--- config.mk ---
export PLATFORM = sky130hd
export DESIGN_NAME = rvc_aligner
export DESIGN_NICKNAME = d
export VERILOG_FILES = /design/src/rtl/rvc_aligner.sv
export SDC_FILE = /design/constraint.sdc
export NUM_CORES = 1
export LEC_CHECK = 0
export CAP_MARGIN = 10
export CORE_MARGIN = 3
export CORE_UTILIZATION = 30
export DETAILED_ROUTE_END_ITERATION = 12
export HOLD_SLACK_MARGIN = 0.06
export REMOVE_ABC_BUFFERS = 1
export SKIP_CTS_REPAIR_TIMING = 1
export SYNTH_ARGS = -nofsm -noshare
export SYNTH_HDL_FRONTEND = slang
export SYNTH_SLANG_ARGS = --single-unit
--- constraint.sdc ---
create_clock -name s_clk_i -period 3.4 [get_ports s_clk_i]
set_clock_uncertainty 0.15 [all_clocks]
set_input_delay 0.34 -clock s_clk_i [delete_from_list [all_inputs] [get_ports s_clk_i]]
set_output_delay 0.34 -clock s_clk_i [all_outputs]
set_load 0.02 [all_outputs]
--- src/rtl/rvc_aligner.sv ---
// Fetch-to-decode realigner: buffers word-aligned fetch words and emits
// in-order 16-bit (RVC) and 32-bit instructions with their PC.
module rvc_aligner #(
   parameter int unsigned DEPTH    = 2,
   parameter logic [31:0] RESET_PC = 32'h0000_0000
) (
   input  logic        s_clk_i,
   input  logic        s_resetn_i,
   input  logic        s_flush_i,
   input  logic [31:0] s_flush_addr_i,
   input  logic        s_fetch_val_i,
   input  logic [31:0] s_fetch_data_i,
   input  logic        s_fetch_err_i,
   output logic        s_fetch_rdy_o,
   output logic        s_ins_val_o,
   output logic [31:0] s_ins_data_o,
   output logic        s_ins_rvc_o,
   output logic [31:0] s_ins_addr_o,
   output logic        s_ins_err_o,
   input  logic        s_ins_rdy_i
);

   localparam int unsigned AW = (DEPTH > 1) ? $clog2(DEPTH) : 1;
   localparam int unsigned CW = AW + 1;
   localparam logic [31:0] RST_PC = RESET_PC & 32'hFFFF_FFFE;

   logic [31:0]   fifo_data [DEPTH];
   logic          fifo_err  [DEPTH];
   logic [AW-1:0] rd_ptr;
   logic [AW-1:0] wr_ptr;
   logic [CW-1:0] count;

   logic [15:0]   hw_q;
   logic          hw_err;
   logic          hw_v;
   logic          drop_low;
   logic [31:0]   pc_q;

   logic          head_v;
   logic          full;
   logic [31:0]   head_data;
   logic          head_err;
   logic          push;
   logic          pop;
   logic          hw_ld;
   logic          hw_done;
   logic          drop_done;
   logic          ins_val;
   logic [31:0]   ins_raw;
   logic          ins_rvc;
   logic          ins_err;
   logic          hs;

   assign head_v    = (count != '0);
   assign full      = (count == CW'(DEPTH));
   assign head_data = fifo_data[rd_ptr];
   assign head_err  = fifo_err[rd_ptr];
   assign push      = s_fetch_val_i & ~full;
   assign hs        = ins_val & s_ins_rdy_i;

   assign s_fetch_rdy_o = ~full;
   assign s_ins_val_o   = ins_val;
   assign s_ins_data_o  = ins_err ? 32'h0 : ins_raw;
   assign s_ins_rvc_o   = ins_rvc & ~ins_err;
   assign s_ins_err_o   = ins_err;
   assign s_ins_addr_o  = pc_q;

   // Select the next instruction from the held halfword and FIFO head
   always_comb begin
      pop       = 1'b0;
      hw_ld     = 1'b0;
      hw_done   = 1'b0;
      drop_done = 1'b0;
      ins_val   = 1'b0;
      ins_raw   = 32'h0;
      ins_rvc   = 1'b0;
      ins_err   = 1'b0;
      if (drop_low) begin
         // Entered mid-word: discard the low halfword, keep the high one
         if (head_v) begin
            pop       = 1'b1;
            hw_ld     = 1'b1;
            drop_done = 1'b1;
         end
      end else if (!hw_v) begin
         if (head_v) begin
            ins_val = 1'b1;
            ins_err = head_err;
            if (head_data[1:0] != 2'b11) begin
               ins_rvc = 1'b1;
               ins_raw = {16'h0, head_data[15:0]};
               pop     = s_ins_rdy_i;
               hw_ld   = s_ins_rdy_i;
            end else begin
               ins_raw = head_data;
               pop     = s_ins_rdy_i;
            end
         end
      end else if (hw_q[1:0] != 2'b11) begin
         ins_val = 1'b1;
         ins_rvc = 1'b1;
         ins_raw = {16'h0, hw_q};
         ins_err = hw_err;
         hw_done = s_ins_rdy_i;
      end else if (head_v) begin
         // 32-bit instruction straddling two fetch words
         ins_val = 1'b1;
         ins_raw = {head_data[15:0], hw_q};
         ins_err = hw_err | head_err;
         pop     = s_ins_rdy_i;
         hw_ld   = s_ins_rdy_i;
      end
   end

   // FIFO storage write (payload only, pointers reset separately)
   always_ff @(posedge s_clk_i) begin
      if (push && !s_flush_i) begin
         fifo_data[wr_ptr] <= s_fetch_data_i;
         fifo_err[wr_ptr]  <= s_fetch_err_i;
      end
   end

   // Pointers, halfword buffer, alignment flag and PC
   always_ff @(posedge s_clk_i or negedge s_resetn_i) begin
      if (!s_resetn_i) begin
         rd_ptr   <= '0;
         wr_ptr   <= '0;
         count    <= '0;
         hw_q     <= 16'h0;
         hw_err   <= 1'b0;
         hw_v     <= 1'b0;
         drop_low <= RESET_PC[1];
         pc_q     <= RST_PC;
      end else if (s_flush_i) begin
         rd_ptr   <= '0;
         wr_ptr   <= '0;
         count    <= '0;
         hw_err   <= 1'b0;
         hw_v     <= 1'b0;
         drop_low <= s_flush_addr_i[1];
         pc_q     <= s_flush_addr_i & 32'hFFFF_FFFE;
      end else begin
         if (push) wr_ptr <= wr_ptr + AW'(1);
         if (pop)  rd_ptr <= rd_ptr + AW'(1);
         count <= count + CW'(push) - CW'(pop);
         if (hw_ld) begin
            hw_q   <= head_data[31:16];
            hw_err <= head_err;
            hw_v   <= 1'b1;
         end else if (hw_done) begin
            hw_v   <= 1'b0;
         end
         if (drop_done) drop_low <= 1'b0;
         if (hs) pc_q <= pc_q + (ins_rvc ? 32'd2 : 32'd4);
      end
   end

endmodule
**Word-level counts from Yosys, hierarchy flattened**

Memories as Yosys holds them, arrays and structs flattened.
Cells that the tools add are included.

- $add $sub $neg: 5
- Muxes and demuxes: 50
- Equality and inequality tests: 3
- Bitwise logic cells: 7
- Reductions and logical operators: 10

Operators by type and width:

| operator | count |
|---|---|
| $mux W32 | 9 |
| $mux W1 | 39 |
| $add A32 B3 Y32 | 1 |
| $reduce_bool A2 Y1 | 6 |
| $ne A2 B2 Y1 const B | 2 |
| $and A1 B1 Y1 | 3 |
| $mux W3 | 1 |
| $not A1 Y1 | 3 |
| $reduce_bool A3 Y1 | 1 |
| $add A1 B1 Y1 const B | 2 |
| $add A2 B1 Y2 | 1 |
| $eq A2 B2 Y1 const B | 1 |
| $mux W2 | 1 |
| $reduce_and A2 Y1 | 1 |
| $sub A2 B1 Y2 | 1 |
| $logic_and A1 B1 Y1 | 1 |
| $logic_not A1 Y1 | 1 |
| $or A1 B1 Y1 | 1 |

- Register bits after elaboration: 55
- Bits in writable memories: 66
- Logic and storage cells: 85
- Memories kept: 2
- Output and inout bits: 68
- Input port bits: 70

Memories:

| name | words | bits a word | rd ports | clocked after Yosys merged registers in | write ports | line | source |
|---|---|---|---|---|---|---|---|
| fifo_data | 2 | 32 | 1 | 0 | 1 | 27 | `logic [31:0] fifo_data [DEPTH];` |
| fifo_err | 2 | 1 | 1 | 0 | 1 | 28 | `logic fifo_err [DEPTH];` |

**Longest topological paths before layout**

Gate-level depths: netlist of the first run.
An unclocked memory read counts as a cell.

- Depth in word-level cells: 10
- Gate-level depth with buffers: 15
- Mapped depth without buffers: 13

**Least setup slack after synthesis of the first run**

No wires, ideal clock.

- Path kind: input-to-reg
- From: input port s_flush_i
- To: memory fifo_data[1][0], enable pin
- Required time: 2779 ps
- Path buffers: 3
- Stages on the path: 4
- Path slack: -600 ps
- Setup time: 471 ps
- Data arrival time: 3378 ps
- Cell sequence: clkbuf_1 > clkbuf_1 > clkbuf_1 > nor3b_1

- Word-level cells in the longest chain between the ends: 4

Ends and longest elaborated chain:

| element | line | source |
|---|---|---|
| start, declared | 9 | `input logic s_flush_i,` |
| $logic_not A1 Y1 | 117 | `if (push && !s_flush_i) begin` |
| $logic_and A1 B1 Y1 | 117 |  |
| $mux W1 | 117 |  |
| $mux W1 (implied by the code) | 118 | `fifo_data[wr_ptr] <= s_fetch_data_i;` |
| end, declared | 27 |  |

No other way between the ends.

**Final worst setup path of the first run**

- From: register hw_v
- To: register pc_q[15], in the netlist s_ins_addr_o[15]

- Word-level cells in the longest chain between the ends: 6
- Elaborated cells between the ends (all ways): 10
- Classes of those cells: 1 x add/sub; 7 x mux; 1 x bitwise; 1 x reduce/logical

Ends and longest elaborated chain:

| element | line | source |
|---|---|---|
| start, declared | 35 | `logic hw_v;` |
| start signal, assigned | 131 | `hw_v <= 1'b0;` |
| start signal, assigned | 139 | `hw_v <= 1'b0;` |
| start signal, assigned | 149 | `hw_v <= 1'b1;` |
| $mux W1 | 85 | `end else if (!hw_v) begin` |
| $mux W1 | 78 | `if (drop_low) begin` |
| $mux W3 | 154 | `if (hs) pc_q <= pc_q + (ins_rvc ? 32'd2 : 32'd4);` |
| $add A32 B3 Y32 | 154 |  |
| $mux W32 | 154 |  |
| $mux W32 | 134 | `end else if (s_flush_i) begin` |
| end signal, assigned | 141 | `pc_q <= s_flush_addr_i & 32'hFFFF_FFFE;` |
| end signal, assigned | 154 |  |
| end, declared | 37 | `logic [31:0] pc_q;` |

Several ways; a longest one is shown, not always the timed one. The select of a mux whose other input is x is not followed.
A chain may end at the register's enable or synchronous reset.

==> results.md, run 1 <==
- PnR worst setup slack: 0.3025 ns
- Critical path origin: hw_v
- Pwr Density: 701.9 nW/um^2
- Seq. cell area: 3334 sq um
- Crit path DAT: 3.25 ns
- Post-synth ARST share: 0.4500
- Routed wire per std cell: 16.69 um
- Min-delay src: s_flush_i
- Ys Warns: 0
- Global-route wire length before repair: 23630 um
- WHS Endpoint: count[1]
- CP endpoint kind: flop
- Final Cycle Share: 0.9110
- Most common cell in the netlist: nor2_1
- Area occupied by multi-input gates: 2307 sq um
- CTS tree: done
- HP Class: input port to flop
- Largest net degree at the start of global routing: 53
- Number of enable flip-flop cells after synthesis: 66
- Cells along the critical path: a21boi_0, a21oi_1, or2_2, inv_1, ha_1, inv_1, fa_2, nand4b_1, a2111oi_2, nor3b_1, a221o_1
- Initial antenna violation count: 0
- RR Endpoint: s_ins_addr_o[15]
- Clock Path Buffers: 2
- DRT iter0 DRCs: 221
- Wl on met1: 6692 um
- Startpoint Class: flop
- Clock Latency Late Sink: 0.41 ns
- Critical path's largest stage delay: 0.47 ns
- Met3 WL post-DR: 627 um
- Min cycle time layout: 3.098 ns
- Type of the worst setup path: flop to flop
- Worst vdd ir: 0.4343 mV
- Final Hold Fails: 0
- Gpl congestion: 0.7816
- Gate Count Post-Synth: 495
- Area leader, netlist: edfxtp_1
- WP buf/inv: 2
- Slew @ Worst Pin: 0.7184 ns
- Placement Rows: 50
- Worst-path clk slew: 0.06 ns
- Max-Slew Margin vs Limit: 0.5210
- Setup_tns: 0 ns
- Most used cell, CP: inv_1
- Vias in the first global route: 4524
- Area Growth Syn to Fin: 41.36%
- Reg-to-reg startpoint: hw_v
- Total congestion overflow: 0
- Flop2flop setup slack: 0.30 ns
- Share of cells above drive strength 1: 0.1572
- Vias: 4407
- Via-per-instance ratio: 4.843
- Ys flop type: edfxtp_1
- Die width: 144.7 um
- Crit path max-delay cell type: dfrtp_1
- Starting Density: 0.3065
- RSZ-0062 raised after global routing: false
- Total CTS buffers: 17
- Top Ports: 138
- Hold depth: 2
- DR WL met2: 7574 um
- Static leakage: 0.003442 uW
- First drt pass iteration count: 4
- Post-synthesis sequential element count: 120
- Filler cells: 1734
- Die area: 20940 sq um
- HPWL after DPL: 10550 um
- Achievable Freq: 0.3228 GHz
- Slew Limit Fails: 0
- DRT antenna net count: 0
- Nets: 711
- Worst path top cell family by delay: compound AO/OA/AOI/OAI gates
- Mean area per synthesized cell: 11.66 sq um
- Core area: 18830 sq um
- Reg2reg path depth: 11
- Most frequent cells after synthesis: nor2_1, edfxtp_1, dfrtp_1
- Register area share after synthesis: 0.5775
- Endpoints failing setup: 0
- Clk sinks: 120
- Htree depth: 4
- Global Route Usage Sum: 0.1475
- Critical Path RT: 3.55 ns
- Max capacitance violation total: 0
- Synth top area share: 0.3434
- Pre-CTS worst setup slack: 0.1375 ns
- Placed inst area: 7457 sq um
- Height of the die: 144.7 um
- Status: completed
- Final Cell Area: 8159 sq um
- Worst-path fanout max: 8
- Final Routed Wirelength: 15190 um
- DRC viols: 0
- Synth area leaders: edfxtp_1, dfrtp_1, mux2_2
- Max Used Layer: met4
- Yosys cell types: 55
- Synthesized cell area: 5772 sq um
- Port bufs: 135
- Clk Tree Root Cell: clkbuf_16
[layout make-up]
class                           count  area share
Timing Repair Buffer              151      0.1908
Tap cell                          260     0.03987
Clock buffer                       19     0.05306
Multi-Input combinational cell    338      0.2828
Antenna cell                        1   0.0003067
Sequential cell                   120      0.4087
Clock inverter                     13     0.02086
Inverter                            8    0.003680
[state kept, by name, indices dropped and copies added (netlist names)]
| register | count |
|---|---|
| drop_low | 1 |
| wr_ptr | 1 |
| count | 2 |
| rd_ptr | 1 |
| hw_v | 1 |
| hw_q | 16 |
| hw_err | 1 |
| fifo_err | 2 |
| fifo_data | 64 |
| s_ins_addr_o | 31 |
[where the power goes]
| part | switching [uW] | leakage [uW] | internal (uW) |
|---|---|---|---|
| Combinational | 1090 | 0.00190 | 860 |
| Clock | 668 | 0.000284 | 1160 |
| Sequential | 163 | 0.00126 | 1780 |
[cell families after synthesis]
logic type	share of synthesized area
AO/OA/AOI/OAI	0.1034
XOR/XNOR	0.04249
adder cells (fa/ha/maj)	0.01214
buffers and inverters	0.02840
flip-flops	0.5775
multiplexers	0.09603
other	0.0006497
AND/OR/NAND/NOR	0.1394
[metrics by stage]
stage	hold WS, ns	util	total power, uW	instances
after floorplan	-0.1056	-	3109	466
after global placement	0.2734	0.3960	3913	876
after detailed placement	0.2834	0.3960	3956	876
after CTS	-0.1664	0.4280	5808	908
after global routing	0.1217	0.4332	6039	909
final	0.1353	0.4333	5727	910
[worst max path at each step]
stage / end / depth (start not counted)
2_1_floorplan: s_ins_addr_o[25] / 12
3_3_place_gp: s_ins_addr_o[15] / 12
3_5_place_dp: s_ins_addr_o[15] / 12
4_1_cts: s_ins_data_o[11] / 8
5_1_grt: s_ins_addr_o[25] / 12
6_report: s_ins_addr_o[15] / 11
[routing by layer]
layer  track usage  vias to the layer above
met5             0                        -
met4       0.05695                        0
li1              -                     2083
met2        0.2431                      120
met3       0.03253                       19
met1        0.1902                     2185
[layout by cell type (no fill, tap or decap), types with 4 or more instances in the layout]
cell / n
a21oi_1: 9
a22oi_1: 32
a31oi_1: 4
buf_4: 14
clkbuf_16: 17
clkdlybuf4s50_1: 101
clkinv_4: 4
dfrtp_1: 53
dlymetal6s2s_1: 32
edfxtp_1: 66
ha_1: 4
inv_1: 7
mux2_2: 34
mux2i_1: 16
nand2_1: 34
nand3_1: 13
nand4_1: 13
nor2_1: 66
o21ai_0: 19
o21ai_1: 12
or3_1: 4
xnor2_1: 12
xor2_1: 16
(Power assumes the default switching activity.)
==> run 2, diff against run 1 <==
--- a/config.mk
+++ b/config.mk
@@ -5,11 +5,11 @@
 export SDC_FILE = /design/constraint.sdc
 export NUM_CORES = 1
 export LEC_CHECK = 0
-export CAP_MARGIN = 10
 export CORE_MARGIN = 3
-export CORE_UTILIZATION = 30
+export CORE_UTILIZATION = 45
 export DETAILED_ROUTE_END_ITERATION = 12
 export HOLD_SLACK_MARGIN = 0.06
+export PLACE_DENSITY = 0.76
 export REMOVE_ABC_BUFFERS = 1
 export SKIP_CTS_REPAIR_TIMING = 1
 export SYNTH_ARGS = -nofsm -noshare
==> run 2 against run 1 <==
  * Global-route usage rose by 7.3 points
  * Clock power decreased by 9.8%
  * First-iteration DRC count up 53%
  * Die area decreased by 32%
  * Sequential share of layout area increased by 0.80 points
  * Worst hold slack gained 0.20 ns
  * Combinational power about the same
  * Non-clock buffer count is 3 higher
  * Maximum frequency fell by 0.11%
  * Flip-flop and latch count unchanged
==> results.md, run 2 (synthesized netlist as in run 1, its figures left out) <==
- Reg2reg path depth: 13
- Routed wire per std cell: 18.44 um
- Htree depth: 4
- Via-per-instance ratio: 5.521
- Critical path's largest stage delay: 0.39 ns
- Starting Density: 0.4707
- DRT iter0 DRCs: 339
- Top Ports: 138
- DRC viols: 0
- CP endpoint kind: flop
- Endpoints failing setup: 0
- Gpl congestion: 0.8296
- Largest Register: fifo_data
- Clk Tree Root Cell: clkbuf_16
- Global-route wire length before repair: 24570 um
- Slew Limit Fails: 0
- Pwr Total: 5579 uW
- Clock Latency Late Sink: 0.41 ns
- Final Cycle Share: 0.9120
- Achievable Freq: 0.3225 GHz
- CTS tree: done
- Worst path top cell family by delay: simple AND/OR/NAND/NOR gates
- Min cycle time layout: 3.101 ns
- Static leakage: 0.003452 uW
- DRT antenna net count: 0
- Max-Slew Margin vs Limit: 0.4546
- HPWL after DPL: 10310 um
- Die area: 14220 sq um
- HP Class: input port to flop
- Port bufs: 135
- Worst-path fanout max: 8
- Pwr Density: 697.1 nW/um^2
- Initial antenna violation count: 0
- Slew @ Worst Pin: 0.8181 ns
- Stages on worst setup path: 13
- Vias in the first global route: 4734
- Global Route Usage Sum: 0.2203
- Status: completed
- Type of the worst setup path: flop to flop
- Worst vdd ir: 0.4773 mV
- Startpoint Class: flop
- Final Routed Wirelength: 15120 um
- WP buf/inv: 3
- Diode count: 0
- Most frequent cells in the layout: clkdlybuf4s50_1, nor2_1, edfxtp_1, dfrtp_1
- Area Growth Syn to Fin: 38.65%
- Share of cells above drive strength 1: 0.1580
- Nets: 714
- Clk sinks: 120
- Most common cell after layout, fill and taps aside: clkdlybuf4s50_1
- RR Endpoint: s_ins_addr_o[25]
- Worst-path clk slew: 0.06 ns
- RSZ-0062 raised after global routing: false
- Max capacitance violation total: 0
- Crit path max-delay cell type: edfxtp_1
- CP Capture Point: s_ins_addr_o[25]
- Die width: 119.3 um
- Clock Path Buffers: 2
- Finished Core Util: 0.6527
- Max reg flops: 64
- Most used cell, CP: inv_1
- Cells along the critical path: and3_1, a21oi_2, a21oi_1, or2_2, inv_1, ha_1, inv_1, fa_2, nor2b_1, buf_4, nand4_1, or3_1, a31oi_1
- Core area: 12260 sq um
- Total congestion overflow: 0
- Crit path DAT: 3.29 ns
- First drt pass iteration count: 5
- Flop2flop setup slack: 0.30 ns
- Total CTS buffers: 17
- Height of the die: 119.3 um
- Largest net degree at the start of global routing: 51
- Reg-to-reg startpoint: fifo_data[1][1]
- Placement Rows: 40
- Vias: 4527
- Final Hold Fails: 0
- Critical path origin: fifo_data[1][1]
- Critical Path RT: 3.59 ns
[run 2: area by class of cell]
cell class | instances | area (sq um)
fillers | 917 | 4259
flip-flops and latches | 120 | 3334
multi-input cells | 338 | 2298
repair buffers | 154 | 1580
clock buffers | 20 | 446.7
well taps | 168 | 210.2
clock inverters | 12 | 102.6
inverters | 8 | 30.03
[run 2: metrics by stage]
| step | TNS, ns | hold slack (ns) | std cells | setup WS [ns] | cell area [sq um] |
|---|---|---|---|---|---|
| floorplan | -40.38 | -0.1056 | 466 | -0.4747 | 5638 |
| global placement | 0 | 0.2764 | 787 | 0.2568 | 7343 |
| detailed placement | 0 | 0.2862 | 787 | 0.1916 | 7343 |
| CTS | -1.642 | -0.1567 | 819 | -0.1070 | 7893 |
| global route | 0 | 0.3239 | 820 | 0.03211 | 8003 |
| finish | 0 | 0.3314 | 820 | 0.2992 | 8003 |
[run 2: power breakdown]
group | switching (uW) | leakage [uW] | internal (uW)
Clock | 637 | 0.000264 | 1020
Combinational | 1100 | 0.00193 | 867
Sequential | 176 | 0.00126 | 1790
[run 2: worst min path at each step]
stage / start / cells after the start / to
6_report: s_flush_addr_i[7] / 3 / s_ins_addr_o[7]
5_1_grt: s_flush_addr_i[14] / 3 / s_ins_addr_o[14]
4_1_cts: s_resetn_i / 1 / s_ins_addr_o[24]
3_5_place_dp: s_resetn_i / 1 / s_ins_addr_o[20]
3_3_place_gp: s_resetn_i / 1 / s_ins_addr_o[24]
2_1_floorplan: s_resetn_i / 0 / count[0]
[run 2: worst register-to-register path, cell delays in order (launching register included)]
cell      delay [ns]
edfxtp_1        0.39
and3_1          0.22
a21oi_2         0.16
a21oi_1         0.10
or2_2           0.30
inv_1           0.13
ha_1            0.18
inv_1           0.06
fa_2            0.39
nor2b_1         0.13
buf_4           0.17
nand4_1         0.15
or3_1           0.35
a31oi_1         0.16
[run 2: layer usage]
layer  track usage  vias to the layer above  routed length [um]
met3       0.05793                       29                 882
li1              -                     2094                   -
met4       0.09993                        0                 378
met2        0.3557                      165                7804
met1        0.2778                     2239                6059
met5             0                        -                   0
==> run 3, diff against run 2 <==
--- a/config.mk
+++ b/config.mk
@@ -12,6 +12,7 @@
 export PLACE_DENSITY = 0.76
 export REMOVE_ABC_BUFFERS = 1
 export SKIP_CTS_REPAIR_TIMING = 1
+export SKIP_LAST_GASP = 1
 export SYNTH_ARGS = -nofsm -noshare
 export SYNTH_HDL_FRONTEND = slang
 export SYNTH_SLANG_ARGS = --single-unit
==> run 3 against run 2 <==
  * Global-route usage is the same
  * Largest power group is now combinational logic
  * First-iteration DRC count decreased by 5.3%
  * Via count is essentially flat
  * Setup slack worse by 0.26 ns
  * Non-clock buffer count did not move
  * Core utilization is 0.43 points lower
  * Sequential power about the same
  * Clock-buffer cell count unchanged
==> results.md, run 3 (synthesized netlist as in run 1, its figures left out) <==
- Global-route wire length before repair: 24570 um
- Die width: 119.3 um
- Most frequent cells in the layout: clkdlybuf4s50_1, nor2_1, edfxtp_1, dfrtp_1
- Share of cells above drive strength 1: 0.1580
- Clock Latency Late Sink: 0.41 ns
- Endpoints failing setup: 0
- Clock Path Buffers: 2
- Flop2flop setup slack: 0.30 ns
- Pre-CTS worst setup slack: 0.1916 ns
- RSZ-0062 raised after global routing: true
- Max-Slew Margin vs Limit: 0.4522
- Type of the worst setup path: flop to output port
- Status: completed
- Hold depth: 3
- Height of the die: 119.3 um
- RR Endpoint: s_ins_addr_o[18]
- M3 GR Usage: 0.05793
- Gpl congestion: 0.8296
- DRT antenna net count: 0
- Top Ports: 138
- Worst-path clk slew: 0.06 ns
- Starting Density: 0.4707
- Crit path DAT: 2.87 ns
- Max reg flops: 64
- Total CTS buffers: 17
- Initial antenna violation count: 0
- DRT iter0 DRCs: 321
- Routed wire per std cell: 18.37 um
- Final Hold Fails: 0
- Final Routed Wirelength: 15060 um
- Global Route Usage Sum: 0.2203
- CP endpoint kind: output port
- Via-per-instance ratio: 5.526
- Die area: 14220 sq um
- Diode count: 0
- Largest Register: fifo_data
- CP Capture Point: s_ins_data_o[6]
- Reg2reg path depth: 11
- Vias in the first global route: 4734
- Htree depth: 4
- Vias: 4531
- Met1 Use GR: 0.2778
- First drt pass iteration count: 5
- PnR worst setup slack: 0.03641 ns
- Achievable Freq: 0.2973 GHz
- Max capacitance violation total: 0
- DRC viols: 0
- Busiest layer in global routing: met2
- Startpoint Class: flop
- Final Cycle Share: 0.9893
- CTS tree: done
- Min cycle time layout: 3.364 ns
- Worst-path fanout max: 33
- Reg-to-reg startpoint: fifo_data[1][1]
- Critical path origin: rd_ptr
- HP Class: input port to flop
- Clk sinks: 120
- Placed inst area: 7343 sq um
- Worst vdd ir: 0.4923 mV
- Pwr Total: 5587 uW
- Min-delay src: s_flush_addr_i[7]
- Port bufs: 135
- Cell Count, Final, Fillers Out: 820
- Most common cell after layout, fill and taps aside: clkdlybuf4s50_1
- Placed cell count: 787
- Static leakage: 0.003086 uW
- Placement Rows: 40
- Core area: 12260 sq um
- Total congestion overflow: 0
- Critical Path RT: 2.91 ns
- Clk Tree Root Cell: clkbuf_16
- Pwr Density: 702.8 nW/um^2
- Largest net degree at the start of global routing: 51
- Final Cell Area: 7950 sq um
- Fin Hold WS: 0.3316 ns
- Area Growth Syn to Fin: 37.74%
- Slew Limit Fails: 0
- Filler cells: 925
- GR Util met2: 0.3557
- Slew @ Worst Pin: 0.8217 ns
- Nets: 714
- HPWL after DPL: 10310 um
==> run 3: changes by cell type in the layout (fill, tap and decap cells not counted), sizes merged <==
cell and change:
clkdlybuf4s50 +21, dlymetal6s2s -21
==> run 3: how the worst min path moves through the flow <==
stage	to
CTS	s_ins_addr_o[24]
floorplan	count[0]
finish	s_ins_addr_o[7]
detailed placement	s_ins_addr_o[20]
global placement	s_ins_addr_o[24]
global route	s_ins_addr_o[14]
==> run 3: metrics by stage <==
step	utilization	setup TNS [ns]
floorplan	-	-40.38
global placement	0.5989	0
detailed placement	0.5989	0
CTS	0.6437	-1.642
global route	0.6484	-1.019
finish	0.6484	0
==> run 3: layer usage <==
metal | up-vias | part of all wire
met5 | - | 0
met4 | 0 | 0.027
met3 | 29 | 0.065
met2 | 161 | 0.51
met1 | 2245 | 0.39
li1 | 2096 | -
==> run 3: layout make-up <==
cell class | count | area, sq um | share of cell area
Inverter | 8 | 30.03 | 0.003777
Tap cell | 168 | 210.2 | 0.02644
Multi-Input combinational cell | 338 | 2298 | 0.2891
Clock buffer | 20 | 446.7 | 0.05619
Sequential cell | 120 | 3334 | 0.4194
Timing Repair Buffer | 154 | 1528 | 0.1922
Clock inverter | 12 | 102.6 | 0.01291
==> run 3: worst max-delay path: stages (launching register included) <==
cell             delay (ns)
dfrtp_2                0.39
buf_8                  0.22
mux2_2                 0.37
nor3b_1                0.14
a21oi_1                0.20
nand2b_1               0.08
buf_4                  0.24
nor2_1                 0.18
clkdlybuf4s50_1        0.63
==> run 3: report_power, final <==
part,internal (uW),switching (uW)
Combinational,880,1090
Clock,1020,639
Sequential,1790,174
